`config.mk`:
```
export PLATFORM = sky130hd
export DESIGN_NAME = shift_in_register
export DESIGN_NICKNAME = d
export VERILOG_FILES = /design/src/rtl/shift_in_register.sv
export SDC_FILE = /design/constraint.sdc
export NUM_CORES = 1
export LEC_CHECK = 0
export CAP_MARGIN = 20
export CORE_UTILIZATION = 50
export CTS_CLUSTER_SIZE = 16
export DETAILED_ROUTE_END_ITERATION = 16
export PLACE_DENSITY = 0.86
export SKIP_CTS_REPAIR_TIMING = 1
export SLEW_MARGIN = 40
export SYNTH_ARGS = -nofsm -noshare
export SYNTH_HDL_FRONTEND = slang
export SYNTH_SLANG_ARGS = --single-unit
```
`constraint.sdc`:
```
create_clock -name clk -period 2.1 [get_ports clk]
set_clock_uncertainty 0.15 [all_clocks]
set_input_delay 0.42 -clock clk [delete_from_list [all_inputs] [get_ports clk]]
set_output_delay 0.42 -clock clk [all_outputs]
set_load 0.005 [all_outputs]
```
`src/rtl/shift_in_register.sv`:
```
// Serial-in/parallel-out register: frames WIDTH serial bits on a start strobe and
// hands the assembled word to a consumer through a held dout with valid/ack.
module shift_in_register #(
   parameter int WIDTH     = 16,
   parameter bit MSB_FIRST = 1'b1
) (
   input  logic                       clk,
   input  logic                       reset,
   input  logic                       sin_valid,
   input  logic                       sin,
   input  logic                       start,
   output logic [WIDTH-1:0]           dout,
   output logic                       dout_valid,
   input  logic                       dout_ack,
   output logic                       busy,
   output logic [$clog2(WIDTH):0]     bit_count,
   output logic                       overrun,
   output logic                       frame_err,
   input  logic                       clr_err
);

   localparam int CW = $clog2(WIDTH) + 1;

   typedef enum logic {IDLE, SHIFT} state_t;

   state_t           state_q, state_d;
   logic [WIDTH-1:0] shifter_q, shifter_d;
   logic [CW-1:0]    cnt_q, cnt_d;
   logic [WIDTH-1:0] dout_q, dout_d;
   logic             dout_valid_q, dout_valid_d;
   logic             overrun_q, overrun_d;
   logic             frame_err_q, frame_err_d;

   logic [WIDTH-1:0] shift_in;
   logic             complete;
   logic             ovr_set;
   logic             ferr_set;

   always_comb begin
      if (MSB_FIRST) shift_in = {shifter_q[WIDTH-2:0], sin};
      else           shift_in = {sin, shifter_q[WIDTH-1:1]};
   end

   always_ff @(posedge clk) begin
      if (reset) begin
         state_q      <= IDLE;
         shifter_q    <= '0;
         cnt_q        <= '0;
         dout_q       <= '0;
         dout_valid_q <= 1'b0;
         overrun_q    <= 1'b0;
         frame_err_q  <= 1'b0;
      end else begin
         state_q      <= state_d;
         shifter_q    <= shifter_d;
         cnt_q        <= cnt_d;
         dout_q       <= dout_d;
         dout_valid_q <= dout_valid_d;
         overrun_q    <= overrun_d;
         frame_err_q  <= frame_err_d;
      end
   end

   // Framing FSM: a start always opens a new frame, even mid-frame.
   always_comb begin
      state_d   = state_q;
      shifter_d = shifter_q;
      cnt_d     = cnt_q;
      complete  = 1'b0;
      ferr_set  = 1'b0;
      case (state_q)
         IDLE: begin
            if (sin_valid && start) begin
               shifter_d = shift_in;
               cnt_d     = CW'(1);
               state_d   = SHIFT;
            end
         end
         SHIFT: begin
            if (sin_valid) begin
               shifter_d = shift_in;
               if (start) begin
                  ferr_set = 1'b1;
                  cnt_d    = CW'(1);
               end else if (cnt_q == CW'(WIDTH - 1)) begin
                  complete = 1'b1;
                  cnt_d    = '0;
                  state_d  = IDLE;
               end else begin
                  cnt_d = cnt_q + CW'(1);
               end
            end
         end
         default: state_d = IDLE;
      endcase
   end

   // Output holding register; ack in the completion cycle frees the slot.
   always_comb begin
      dout_d       = dout_q;
      dout_valid_d = dout_valid_q;
      ovr_set      = 1'b0;
      if (complete) begin
         if (!dout_valid_q || dout_ack) begin
            dout_d       = shift_in;
            dout_valid_d = 1'b1;
         end else begin
            ovr_set = 1'b1;
         end
      end else if (dout_ack) begin
         dout_valid_d = 1'b0;
      end
      overrun_d   = ovr_set  | (overrun_q   & ~clr_err);
      frame_err_d = ferr_set | (frame_err_q & ~clr_err);
   end

   assign dout       = dout_q;
   assign dout_valid = dout_valid_q;
   assign busy       = (state_q == SHIFT);
   assign bit_count  = cnt_q;
   assign overrun    = overrun_q;
   assign frame_err  = frame_err_q;

endmodule

```
==> tab_implementation.tex <==
\begin{tabular}{lr}
\hline
Metric & Value \\
\hline
\multicolumn{2}{l}{\textbf{STA}} \\
\quad Number of pins exceeding their max-slew limit in the final report & 0 \\
\quad Total setup violations reported at the end of the flow & 0 \\
\quad Period utilization & 0.944 \\
\quad Worst slew margin relative to its limit & 0.763 \\
\quad Slew at the pin closest to its max-slew limit & 0.354 ns \\
\quad Final-report hold violation count & 0 \\
\quad Total Neg Setup Slack & 0 ns \\
\quad Post-layout minimum cycle time & 1.98 ns \\
\quad RSZ-0062 raised after global routing & false \\
\quad Max Freq & between 0.5 and 0.6 GHz \\
\multicolumn{2}{l}{\textbf{Logic synthesis}} \\
\quad Post-synthesis async set-or-reset flop share & 0 \\
\quad Synthesized instance count & 182 \\
\quad Prevailing post-synth register cell & sky130\_fd\_sc\_hd\_\_dfxtp\_1 \\
\quad Average instance area after synthesis & approximately 9 sq um \\
\quad Dominant combinational cell family by area after synthesis & simple AND/OR/NAND/NOR gates \\
\quad Number of flip-flops and latches in the synthesized netlist & 40 \\
\quad Syn nets & 190 \\
\quad Adder-cell area share of the yosys netlist & 0.00752 \\
\quad Warning count from the yosys run & 0 \\
\quad Post-synthesis instance area & approximately 1700 sq um \\
\quad Post-synthesis mux area share & 0.0963 \\
\quad Synthesized-area fraction occupied by ao, oa, aoi and oai cells & 0.0978 \\
\quad Post-Synth Simple-Gate Area & 0.279 \\
\quad Number of enable flip-flop cells after synthesis & 0 \\
\quad Number of distinct library cell variants in the gate-level netlist after synthesis & 29 \\
\quad Fraction of post-synthesis cell area in the top cell type by area & 0.482 \\
\quad Cell taking the most area after synthesis & sky130\_fd\_sc\_hd\_\_dfxtp\_1 \\
\quad Area share of xor/xnor cells in the synthesized design & 0 \\
\quad Cells taking the most area after synthesis & sky130\_fd\_sc\_hd\_\_dfxtp\_1 48\%, sky130\_fd\_sc\_hd\_\_nand2b\_1 12\%, sky130\_fd\_sc\_hd\_\_mux2i\_1 9.6\% \\
\quad Portion of the post-synthesis area used by sequential elements & 0.482 \\
\multicolumn{2}{l}{\textbf{Pwr}} \\
\quad Worst ir drop on vdd & a little over 0.0003 V \\
\quad Power per standard cell area & 596 nW/um\^{}2 \\
\quad Leak pwr & 0.713 nW \\
\multicolumn{2}{l}{\textbf{Placement}} \\
\quad Post-detailed-placement half-perimeter wirelength & between 2000 and 2500 um \\
\quad \# port buffers & 31 \\
\quad Number of instances in the placed design & about 250 \\
\quad RePlAce Congestion & 0.906 \\
\multicolumn{2}{l}{\textbf{Setup path}} \\
\quad Data required time of the critical path & 1.53 ns \\
\quad Delay of the slowest critical-path stage & about 0.57 ns \\
\quad Setup Crit Path Kind & reg -> out \\
\quad Category of cells accounting for the largest share of critical-path delay & buffers and inverters \\
\quad Maximum fanout along the worst path & 7 \\
\quad Slowest library cell on the worst path & sky130\_fd\_sc\_hd\_\_clkdlybuf4s50\_1 \\
\quad WP buf/inv & 1 \\
\quad Endpoint arrival time on the critical path & 1.41 ns \\
\quad Worst setup EP type & output port \\
\quad Cells along the critical path & clkdlybuf4s50\_1 \\
\quad Startpoint class of the critical path & flip-flop \\
\multicolumn{2}{l}{\textbf{GRT}} \\
\quad Global Route Usage Sum & 0.218 \\
\quad Total congestion overflow & 0 \\
\quad Number of antenna violations at the first check in global routing & 0 \\
\quad First-pass GRT wire length & 5580 um \\
\quad Largest net degree at the start of global routing & 57 \\
\quad Number of global-route vias before repair & 1,329 \\
\multicolumn{2}{l}{\textbf{Route}} \\
\quad Final routed wire length divided by cell count & 13.0 um \\
\quad Detailed Route WL & 3370 um \\
\quad Total via count in the routed design & 1,343 \\
\quad Number of detailed-routing iterations run before antenna repair & 4 \\
\quad Count of antenna-violating nets left after detailed routing & 0 \\
\quad Routed via count divided by cell count & 5.19 \\
\quad DRC viols & 0 \\
\quad Number of violations reported at the end of detailed-routing iteration 0 & 85 \\
\multicolumn{2}{l}{\textbf{Layout}} \\
\quad Post-synthesis to final-layout area growth & 26.6\% \\
\quad Number of filler instances in the final layout & 271 \\
\quad Inserted Diodes & 0 \\
\quad Non-filler instance count after layout & 259 \\
\quad Nets & 222 \\
\quad Ratio of cells with drive above 1 in the final layout & 0.0791 \\
\multicolumn{2}{l}{\textbf{CTS}} \\
\quad Clock Pin Slew Worst Setup and Hold Paths & 0.11 ns \\
\quad Number of clock sinks & 40 \\
\quad Clock tree root buffer cell & sky130\_fd\_sc\_hd\_\_clkbuf\_4 \\
\quad Clock buffers created by TritonCTS & 5 \\
\quad H-tree levels & 2 \\
\quad Clock tree from TritonCTS & done \\
\quad Clock tree buffer depth & 2 \\
\quad Clock insertion delay at the later pin of the skew report & $\sim$0.34 ns \\
\multicolumn{2}{l}{\textbf{Floorplan}} \\
\quad Core area & between 3000 and 4000 sq um \\
\quad Number of rows in the core area & 20 \\
\quad Initial Utilization & 0.536 \\
\quad IO Count & 32 \\
\quad Chip Width & 59.7 um \\
\quad Total Die Area & roughly 3600 sq um \\
\quad Y dimension of the die & 59.7 um \\
\multicolumn{2}{l}{\textbf{Min path}} \\
\quad Classification of the worst-slack hold path & reg -> reg \\
\multicolumn{2}{l}{\textbf{Run status}} \\
\quad Outcome & finished, final reports clean \\
\multicolumn{2}{l}{\textbf{Flow run}} \\
\quad Number of maximum-capacitance constraint violations & 0 \\
\hline
\end{tabular}
==> sequential cells by signal, summed over array words and instances, names as in the netlist <==
register and cells:
dout 16, frame_err 1, bit_count 5, busy 1
dout_valid 1, shifter_q 15, overrun 1
==> logic make-up (layout without fill, tap and decap cells) <==
family / Yosys count / in the layout
muxes: 16 / 16
and+or+nand+nor: 83 / 83
AOI/OAI and AO/OA: 28 / 28
DFF: 40 / 40
buffers and inverters: 14 / 47
adders and majority gates: 1 / 1
==> cell usage after synthesis, types with 2 or more instances <==
cell type / n
sky130_fd_sc_hd__dfxtp_1: 40
sky130_fd_sc_hd__buf_2: 2
sky130_fd_sc_hd__a32oi_1: 2
sky130_fd_sc_hd__nand2_1: 34
sky130_fd_sc_hd__a21oi_1: 19
sky130_fd_sc_hd__mux2i_1: 16
sky130_fd_sc_hd__inv_1: 2
sky130_fd_sc_hd__a31oi_1: 2
sky130_fd_sc_hd__clkbuf_1: 9
sky130_fd_sc_hd__nor2_1: 4
sky130_fd_sc_hd__nand3_1: 2
sky130_fd_sc_hd__nand2b_1: 33
==> layout make-up <==
type / instances / area [sq um] / share of cell area
well taps: 44 / 55.1 / 0.0262
clock inverters: 2 / 10.0 / 0.00476
inverters: 2 / 7.51 / 0.00357
clock buffers: 6 / 51.3 / 0.0244
flip-flops and latches: 40 / 801 / 0.380
multi-input cells: 128 / 800 / 0.380
repair buffers: 37 / 380 / 0.181
==> worst paths after layout <==
path,start,endpoint,slack (ns),cells past startpoint
max,bit_count[2],bit_count[2],0.12,1
min,shifter_q[14],shifter_q[14],0.32,2
max reg2reg,bit_count[0],dout[11],0.23,5
min reg2reg,shifter_q[14],shifter_q[14],0.32,2
==> per-stage QoR <==
| stage | utilization | hold WS [ns] | power, mW | worst slack [ns] | area [sq um] |
|---|---|---|---|---|---|
| after floorplan | - | 0.287 | 0.835 | 0.213 | 1660 |
| after global placement | 0.658 | 0.301 | 0.868 | 0.196 | 2040 |
| after detailed placement | 0.658 | 0.309 | 0.871 | 0.103 | 2040 |
| after CTS | 0.678 | 0.325 | 1.26 | 0.0880 | 2100 |
| after global routing | 0.678 | 0.353 | 1.31 | 0.0483 | 2100 |
| final | 0.678 | 0.317 | 1.25 | 0.117 | 2100 |
==> metal layers <==
metal  GRT usage  share of wire  routed length, um  vias up
li1            -              -                  -      680
met1       0.227           0.43               1460      620
met2       0.373           0.50               1680       36
met3      0.0693          0.045                153        7
met4       0.146          0.022                 74        0
met5           0              0                  0        -
==> cell usage in the layout (no fill, tap or decap) <==
cell type	n
sky130_fd_sc_hd__dfxtp_1	40
sky130_fd_sc_hd__nand2_1	34
sky130_fd_sc_hd__nand2b_1	33
sky130_fd_sc_hd__clkdlybuf4s50_1	31
sky130_fd_sc_hd__a21oi_1	19
sky130_fd_sc_hd__mux2i_1	16
sky130_fd_sc_hd__clkbuf_4	5
sky130_fd_sc_hd__nor2_1	4
sky130_fd_sc_hd__buf_4	4
sky130_fd_sc_hd__inv_1	2
sky130_fd_sc_hd__a32oi_1	2
sky130_fd_sc_hd__nand3_1	2
sky130_fd_sc_hd__a31oi_1	2
sky130_fd_sc_hd__clkinv_2	2
sky130_fd_sc_hd__buf_12	2
sky130_fd_sc_hd__o21a_1	1
sky130_fd_sc_hd__o21ai_1	1
sky130_fd_sc_hd__a41oi_1	1
sky130_fd_sc_hd__nor3b_1	1
sky130_fd_sc_hd__nor2b_1	1
sky130_fd_sc_hd__nand4b_4	1
sky130_fd_sc_hd__nor4_4	1
sky130_fd_sc_hd__and4b_1	1
sky130_fd_sc_hd__and3b_1	1
sky130_fd_sc_hd__or4_1	1
sky130_fd_sc_hd__nand4_1	1
sky130_fd_sc_hd__o311a_2	1
sky130_fd_sc_hd__nor3_1	1
sky130_fd_sc_hd__o21ai_0	1
sky130_fd_sc_hd__nand4b_1	1
sky130_fd_sc_hd__ha_1	1
sky130_fd_sc_hd__clkbuf_8	1
==> power breakdown <==
part	internal [mW]	total, mW	leakage (nW)	switching (mW)
combinational	0.0415	0.0841	0.352	0.0426
clock	0.159	0.400	0.0380	0.240
sequential	0.764	0.771	0.323	0.00740
Power figures use the tool's default switching activity.
